==> src/rtl/ysyx_22050710_fetch_queue_if.sv <==
// Fetch-to-decode queue interface: fetch-side offer, decode-side head, flush and occupancy.
// master = the fetch/decode environment driving the queue; slave = the queue itself.
interface ysyx_22050710_fetch_queue_if #(
   parameter int DEPTH  = 4,
   parameter int PC_W   = 64,
   parameter int INST_W = 32
);
   localparam int CW = $clog2(DEPTH) + 1;

   logic              i_flush;
   logic              i_in_valid;
   logic              o_in_ready;
   logic [PC_W-1:0]   i_in_pc;
   logic [INST_W-1:0] i_in_inst;
   logic              o_out_valid;
   logic              i_out_ready;
   logic [PC_W-1:0]   o_out_pc;
   logic [INST_W-1:0] o_out_inst;
   logic [CW-1:0]     o_count;

   modport master (
      output i_flush, i_in_valid, i_in_pc, i_in_inst, i_out_ready,
      input  o_in_ready, o_out_valid, o_out_pc, o_out_inst, o_count
   );

   modport slave (
      input  i_flush, i_in_valid, i_in_pc, i_in_inst, i_out_ready,
      output o_in_ready, o_out_valid, o_out_pc, o_out_inst, o_count
   );
endinterface

==> src/rtl/ysyx_22050710_fetch_queue.sv <==
// Circular {pc, inst} queue between fetch and decode, flushed on redirect.
// Optional zero-latency empty-queue pass-through: define YSYX_22050710_FETCH_QUEUE_BYPASS_EN.
module ysyx_22050710_fetch_queue #(
   parameter int DEPTH  = 4,
   parameter int PC_W   = 64,
   parameter int INST_W = 32
) (
   input logic i_clk,
   input logic i_rst,
   ysyx_22050710_fetch_queue_if.slave bus
);
   localparam int AW = $clog2(DEPTH);

   // Pointers carry one extra wrap bit so full and empty are distinguishable.
   logic [AW:0]       wptr;
   logic [AW:0]       rptr;
   logic [PC_W-1:0]   pc_mem   [DEPTH];
   logic [INST_W-1:0] inst_mem [DEPTH];

   logic empty;
   logic full;
   logic push_en;
   logic pop_en;
   logic bypass_hit;

   assign empty = (wptr == rptr);
   assign full  = (wptr[AW-1:0] == rptr[AW-1:0]) && (wptr[AW] != rptr[AW]);

`ifdef YSYX_22050710_FETCH_QUEUE_BYPASS_EN
   // An offer into an empty queue with decode ready goes straight out and is never stored.
   assign bypass_hit = empty & bus.i_in_valid & bus.i_out_ready & ~bus.i_flush;
`else
   assign bypass_hit = 1'b0;
`endif

   assign bus.o_in_ready  = ~full & ~bus.i_flush;
   assign bus.o_out_valid = (~empty & ~bus.i_flush) | bypass_hit;
   assign push_en         = bus.i_in_valid & bus.o_in_ready & ~bypass_hit;
   assign pop_en          = ~empty & ~bus.i_flush & bus.i_out_ready;
   assign bus.o_count     = wptr - rptr;

   always_comb begin
      bus.o_out_pc   = '0;
      bus.o_out_inst = '0;
      if (bypass_hit) begin
         bus.o_out_pc   = bus.i_in_pc;
         bus.o_out_inst = bus.i_in_inst;
      end else if (!empty) begin
         bus.o_out_pc   = pc_mem[rptr[AW-1:0]];
         bus.o_out_inst = inst_mem[rptr[AW-1:0]];
      end
   end

   always_ff @(posedge i_clk or posedge i_rst) begin
      if (i_rst) begin
         wptr <= '0;
         rptr <= '0;
      end else if (bus.i_flush) begin
         wptr <= '0;
         rptr <= '0;
      end else begin
         if (push_en) wptr <= wptr + (AW+1)'(1);
         if (pop_en)  rptr <= rptr + (AW+1)'(1);
      end
   end

   // Storage is deliberately left unreset; only the pointers define what is valid.
   always_ff @(posedge i_clk) begin
      if (push_en) begin
         pc_mem[wptr[AW-1:0]]   <= bus.i_in_pc;
         inst_mem[wptr[AW-1:0]] <= bus.i_in_inst;
      end
   end
endmodule

==> src/flat_wrapper.sv <==
// flat-port wrapper written by rule: the top's interface ports become plain ports
module ysyx_22050710_fetch_queue_flat 
#(
   parameter int DEPTH  = 4,
   parameter int PC_W   = 64,
   parameter int INST_W = 32
)
  (i_clk, i_rst, bus_i_flush, bus_i_in_valid, bus_i_in_pc, bus_i_in_inst, bus_i_out_ready, bus_o_in_ready, bus_o_out_valid, bus_o_out_pc, bus_o_out_inst, bus_o_count);
  ysyx_22050710_fetch_queue_if #(.DEPTH(DEPTH), .PC_W(PC_W), .INST_W(INST_W)) bus_i ();
  input logic i_clk;
  input logic i_rst;
  input wire logic [$bits(bus_i.i_flush)-1:0] bus_i_flush;
  input wire logic [$bits(bus_i.i_in_valid)-1:0] bus_i_in_valid;
  input wire logic [$bits(bus_i.i_in_pc)-1:0] bus_i_in_pc;
  input wire logic [$bits(bus_i.i_in_inst)-1:0] bus_i_in_inst;
  input wire logic [$bits(bus_i.i_out_ready)-1:0] bus_i_out_ready;
  output wire logic [$bits(bus_i.o_in_ready)-1:0] bus_o_in_ready;
  output wire logic [$bits(bus_i.o_out_valid)-1:0] bus_o_out_valid;
  output wire logic [$bits(bus_i.o_out_pc)-1:0] bus_o_out_pc;
  output wire logic [$bits(bus_i.o_out_inst)-1:0] bus_o_out_inst;
  output wire logic [$bits(bus_i.o_count)-1:0] bus_o_count;
  assign bus_i.i_flush = bus_i_flush;
  assign bus_i.i_in_valid = bus_i_in_valid;
  assign bus_i.i_in_pc = bus_i_in_pc;
  assign bus_i.i_in_inst = bus_i_in_inst;
  assign bus_i.i_out_ready = bus_i_out_ready;
  assign bus_o_in_ready = bus_i.o_in_ready;
  assign bus_o_out_valid = bus_i.o_out_valid;
  assign bus_o_out_pc = bus_i.o_out_pc;
  assign bus_o_out_inst = bus_i.o_out_inst;
  assign bus_o_count = bus_i.o_count;
  ysyx_22050710_fetch_queue #(.DEPTH(DEPTH), .PC_W(PC_W), .INST_W(INST_W)) u_core (.i_clk(i_clk), .i_rst(i_rst), .bus(bus_i));
endmodule
==> config.mk <==
export PLATFORM = sky130hd
export DESIGN_NAME = ysyx_22050710_fetch_queue_flat
export DESIGN_NICKNAME = d
export VERILOG_FILES = /design/src/rtl/ysyx_22050710_fetch_queue_if.sv /design/src/rtl/ysyx_22050710_fetch_queue.sv /design/src/flat_wrapper.sv
export SDC_FILE = /design/constraint.sdc
export NUM_CORES = 1
export LEC_CHECK = 0
export BUFFER_PORTS_ARGS = -buffer_cell sky130_fd_sc_hd__buf_2
export CAP_MARGIN = 10
export CORE_MARGIN = 1
export CORE_UTILIZATION = 52
export CTS_CLUSTER_DIAMETER = 100
export CTS_CLUSTER_SIZE = 20
export DETAILED_ROUTE_END_ITERATION = 8
export GPL_TIMING_DRIVEN = 0
export MAX_ROUTING_LAYER = met4
export PLACE_DENSITY = 0.86
export SYNTH_ARGS = -nofsm -noshare
export SYNTH_HDL_FRONTEND = slang
export SYNTH_SLANG_ARGS = --single-unit
==> constraint.sdc <==
create_clock -name i_clk -period 4.1 [get_ports i_clk]
set_input_delay 1.025 -clock i_clk [delete_from_list [all_inputs] [get_ports i_clk]]
set_output_delay 1.025 -clock i_clk [all_outputs]
set_load 0.02 [all_outputs]
# Word-level counts from Yosys, hierarchy flattened
# Memory sizes are Yosys's and may differ from the RTL's.
# Index checks and enable logic that the tools add are counted.
# W data, S select, Z words.
op_classes:
  addsub: 3
  n_eq_ne: 3
  mux: 8
  bitwise: 7
  n_reduce_logical: 3
ops:
  columns: ["op", "count"]
  rows:
  - ["$mux W64", 1]
  - ["$mux W32", 1]
  - ["$mux W3", 4]
  - ["$add A3 B1 Y3 const B", 2]
  - ["$and A1 B1 Y1", 4]
  - ["$reduce_bool A2 Y1", 2]
  - ["$eq A3 B3 Y1", 1]
  - ["$not A1 Y1", 3]
  - ["$sub A3 B3 Y3", 1]
  - ["$eq A2 B2 Y1", 1]
  - ["$mux W1", 2]
  - ["$logic_and A1 B1 Y1", 1]
  - ["$ne A1 B1 Y1", 1]
totals:
  ff_bits: 6
  ramBits: 384
  word_cells: 28
  memories: 2
memory_table:
  columns: ["name", "words", "width", "read_ports", "rd_clocked_by_memory_dff", "wr", "line", "rtl"]
  rows:
  - ["u_core.pc_mem", 4, 64, 1, 0, 1, "ysyx_22050710_fetch_queue.sv:17", "logic [PC_W-1:0] pc_mem [DEPTH];"]
  - ["u_core.inst_mem", 4, 32, 1, 0, 1, "ysyx_22050710_fetch_queue.sv:18", "logic [INST_W-1:0] inst_mem [DEPTH];"]

# Longest topological paths before layout
logic_depth:
  depth_word: 7
  ltp_mapped: 9

# Worst setup path after synthesis
# No wires, ideal clock.
synth_timing:
  kind: "input to register"
  startpoint: "input port bus_i_flush"
  endpoint: "memory u_core.inst_mem[1][0] (enable)"
  setup_ns: 0.466
  t_arrival_ns: 3.806
  t_required_ns: 3.634
  slack_ns: -0.172
  path_stages: 3
  n_path_buf: 1
  cell_sequence: "buf_4 -> o21ba_2 -> and3_1"
synth_between:
  elab_chain_len: 5
synth_lines:
  columns: ["element", "line", "rtl"]
  rows:
  - ["start: declaration", "flat_wrapper.sv:12", "input wire logic [$bits(bus_i.i_flush)-1:0] bus_i_flush;"]
  - ["$not A1 Y1", "ysyx_22050710_fetch_queue.sv:36", "assign bus.o_in_ready = ~full & ~bus.i_flush;"]
  - ["$and A1 B1 Y1", "ysyx_22050710_fetch_queue.sv:36", null]
  - ["named net bus_o_in_ready", "flat_wrapper.sv:17", "output wire logic [$bits(bus_i.o_in_ready)-1:0] bus_o_in_ready;"]
  - ["$and A1 B1 Y1", "ysyx_22050710_fetch_queue.sv:38", "assign push_en = bus.i_in_valid & bus.o_in_ready & ~bypass_hit;"]
  - ["$mux W1", "ysyx_22050710_fetch_queue.sv:69", "if (push_en) begin"]
  - ["$mux W1 (not written as such)", "ysyx_22050710_fetch_queue.sv:71", "inst_mem[wptr[AW-1:0]] <= bus.i_in_inst;"]
  - ["end: declaration", "ysyx_22050710_fetch_queue.sv:18", null]
# The timed path passes the listed nets, and every way through them passes these cells.

# Final worst setup path
layout_timing:
  startpoint: "register u_core.rptr[1]"
  endpoint: "output port bus_o_out_pc[25]"
layout_between:
  elab_chain_len: 2
  word_cells_on_any_way: 3
layout_lines:
  columns: ["element", "line", "rtl"]
  rows:
  - ["start: declaration", "ysyx_22050710_fetch_queue.sv:16", "logic [AW:0] rptr;"]
  - ["start signal: assignment", "ysyx_22050710_fetch_queue.sv:63", "if (pop_en) rptr <= rptr + (AW+1)'(1);"]
  - ["$mem_v2 Z4 W64 / $eq A3 B3 Y1 (equally long branches)", null, null]
  - ["$mux W64 (*)", "ysyx_22050710_fetch_queue.sv:48", "end else if (!empty) begin"]
  - ["end: declaration", "flat_wrapper.sv:19", "output wire logic [$bits(bus_i.o_out_pc)-1:0] bus_o_out_pc;"]
# Mark *: on every way between the ends. The rest lies on a longest branch, timed or not.

==> out/results.tsv <==
stage	metric	value	unit
sta	Worst Max-Slew Pin Slew	917	ps
setup_path	CP Data Required Time	3070	ps
finish	Layout Cells excl Fill	1308	
setup_path	CP Data Arrival Time	2930	ps
placed_design	Placer Congestion	0.705	
setup_path	RR Startpoint	u_core.rptr[1]$_DFFE_PP0P_	
finish	Net count, final	1014	
synth	Synthesis Warnings	0	
clock_network	CTS tree	yes	
global_route	vias in the first global route	7348	
sta	Max Slew Vio Count	0	
floorplanning	Core Footprint	0.0286	mm²
sta	final critical-path share of the clock period	96.5	%
setup_path	Crit path largest cell delay	490	ps
outcome	status	finished, final reports clean	
setup_path	crit-path cells	buf_6 -> inv_1 -> ha_1 -> and2_1 -> and2_1 -> buf_2 -> clkbuf_1 -> nor2b_1 -> buf_2	
route	DRC errors left	0	
power	power per cell area	731	mW/mm²
clock_network	Longest Clk Path Bufs	3	
finish	share of layout cells above drive strength 1	39.0	%
route	routed via count	7218	
synth	synth unique cells	35	
setup_path	reg2reg path depth	7	
power	VDD IR-drop max	0.488	mV
synth	async set or reset register ratio after synthesis	1.54	%
min_path	Hold Path Class	input pin to async pin	
placed_design	post-DP HPWL	17700	µm
placed_design	Port Buf Inserts	200	
synth	flops & latches, synth	390	
power	LEAKAGE	5.86	nW
setup_path	crit-path max FO	10	
global_route	largest net degree at the start of global routing	57	
finish	design area	0.0174	mm²
clock_network	Clock Latency Late Sink	530	ps
route	detailed-route wire length	28300	µm
route	Detailed Route Iter0 Violations	543	
clock_network	CTS Root Buffer Type	clkbuf_16	
sta	upper clock frequency limit	253	MHz
setup_path	critical path endpoint category	output port	
sta	relative max-transition margin	38.9	%
setup_path	R2R setup slack	1150	ps
floorplanning	die area	0.0297	mm²
floorplanning	num ports	202	
setup_path	Reg-to-Reg End	u_core.inst_mem[1][10]$_DFFE_PP_	
global_route	global-route wire length before repair	41600	µm
sta	PnR worst setup slack	145	ps
floorplanning	overall die width	172	µm
floorplanning	initial cell density of the core	52.7	%
clock_network	H-tree levels	1	
synth	Mapped Area	0.0151	mm²
clock_network	clk slew on worst S/H paths	90	ps
placed_design	pre-CTS setup slack	613	ps
route	routed len/inst	21.6	µm
placed_design	placed inst area	0.0167	mm²
clock_network	Num Clock Sinks	390	
setup_path	CP Launch Type	flop	
floorplanning	height of the die	172	µm
synth	Post-Syn Nets	784	
route	antenna viol nets, final	0	
placed_design	placed cells	1263	
setup_path	Critical Path End	bus_o_out_pc[25]	
global_route	initial antenna violation count	3	
sta	Tmin final	3960	ps
power	Final Total Pwr	12.7	mW
setup_path	CP startpoint	u_core.rptr[1]$_DFFE_PP0P_	
global_route	gr ovfl total	0	
setup_path	WS Path Type	flop to output port	
global_route	all-layer global routing usage	19.6	%
route	Pre-antenna DRT Iters	5	
clock_network	total CTS buffers	23	
route	mean number of vias per cell	5.52	
sta	Hold WS	411	ps
synth	Avg Cell Area, Syn	22.4	µm²
synth	cells after synthesis	675	
floorplanning	site row count	62	
finish	Area Growth Syn to Fin	15.1	%
synth	Main synth FF type	edfxtp_1	
sta	clk_skew	15.8	ps
synth	EDFF count, synth	384	
flow_run	max_cap viols	0	
setup_path	Max stage delay cell, worst path	clkbuf_1	
sta	final-report setup violation count	0	
sta	Hold Vio Cnt, Final	0	
synth	Seq/Total Area, Yosys	77.4	%
==> cells in the mapped netlist, types with 4 or more instances <==
master | n | share of area (%)
a21oi_1 | 4 | 0.13
and3_1 | 5 | 0.21
buf_2 | 13 | 0.43
buf_4 | 6 | 0.30
clkbuf_1 | 13 | 0.32
dfrtp_1 | 6 | 0.99
edfxtp_1 | 384 | 76
ha_1 | 7 | 0.58
inv_1 | 6 | 0.15
mux4_2 | 96 | 14
nor2b_1 | 96 | 4.0
==> layout make-up <==
cell class	instances	area [µm²]
repair buffers	205	1120
multi-input cells	242	3190
plain buffers	37	234
inverters	6	22.5
fillers	2023	11200
well taps	384	480
clock inverters	1	11.3
diodes	3	7.51
clock buffers	40	639
flip-flops and latches	390	11700
==> cell families (layout without fill, tap and decap cells) <==
logic type	count (synthesis)	after routing	synth area share [%]
DFF	390	390	77.4
xor gates and xnor gates	2	2	0.116
other	0	3	0
AOI/OAI and AO/OA	10	10	0.456
buffers and inverters	43	289	1.66
adders and majority gates	8	8	0.713
and+or+nand+nor	126	126	5.35
muxes	96	96	14.3
==> worst max-delay path, delay by kind of cell (launching register included) <==
| family | cells | cell delay [ps] |
|---|---|---|
| buf+inv | 5 | 1170 |
| simple gates | 3 | 440 |
| flops | 1 | 420 |
| fa+ha+maj | 1 | 350 |
==> cells in the final DEF, fill, tap and decap left out, types with 2 or more instances in the layout <==
cell,n
or4_1,3
nand2_1,3
clkbuf_1,29
mux4_2,96
buf_16,4
buf_4,7
clkbuf_4,2
clkbuf_16,23
buf_6,3
and3_4,4
inv_1,6
nand3_1,2
nand4b_1,3
diode_2,3
edfxtp_1,384
nor2_1,3
and2_1,2
nor2b_1,95
ha_1,7
nor3b_1,2
buf_2,211
a31oi_1,2
a21oi_1,4
dfrtp_1,6
xnor2_1,2
==> report_power, final <==
group / switching [mW] / internal (mW)
clock: 1.20 / 1.07
combinational: 3.45 / 2.15
sequential: 0.0846 / 4.75
total: 4.74 / 7.97
==> registers in the layout (all words and copies together) (netlist names) <==
name             cells
u_core.rptr          3
u_core.inst_mem    128
u_core.wptr          3
u_core.pc_mem      256
==> worst min-delay path by stage <==
| stage | startpoint | endpoint | slack (ps) | depth (start not counted) |
|---|---|---|---|---|
| 3_5_place_dp | u_core.wptr[2]$_DFFE_PP0P_ | u_core.wptr[2]$_DFFE_PP0P_ | 590 | 2 |
| 6_report | i_rst | u_core.rptr[2]$_DFFE_PP0P_ | 410 | 2 |
| 3_3_place_gp | u_core.wptr[2]$_DFFE_PP0P_ | u_core.wptr[2]$_DFFE_PP0P_ | 570 | 2 |
| 4_1_cts | i_rst | u_core.rptr[0]$_DFFE_PP0P_ | 390 | 2 |
| 2_1_floorplan | u_core.wptr[2]$_DFFE_PP0P_ | u_core.wptr[2]$_DFFE_PP0P_ | 550 | 2 |
| 5_1_grt | i_rst | u_core.wptr[2]$_DFFE_PP0P_ | 410 | 2 |
==> through the flow <==
stage	utilization, %	setup TNS, ps
global route	60.7	-0.353
floorplan	-	0
detailed placement	58.4	0
finish	60.7	0
global placement	57.9	0
CTS	60.6	0
==> metal layers <==
layer | up-vias | wire [µm] | track usage [%]
li1 | 3207 | - | -
met1 | 3724 | 11800 | 25.5
met2 | 259 | 14100 | 32.4
met3 | 28 | 1990 | 4.28
met4 | 0 | 380 | 3.46
met5 | - | 0 | -
==> timing repair <==
| item | in CTS | in global routing |
|---|---|---|
| hold buffers | 0 | 0 |
| setup endpoints to repair | 0 | 35 |
| setup buffers | 0 | 1 |
| resized for setup | 0 | 5 |
(Power assumes the default switching activity.)
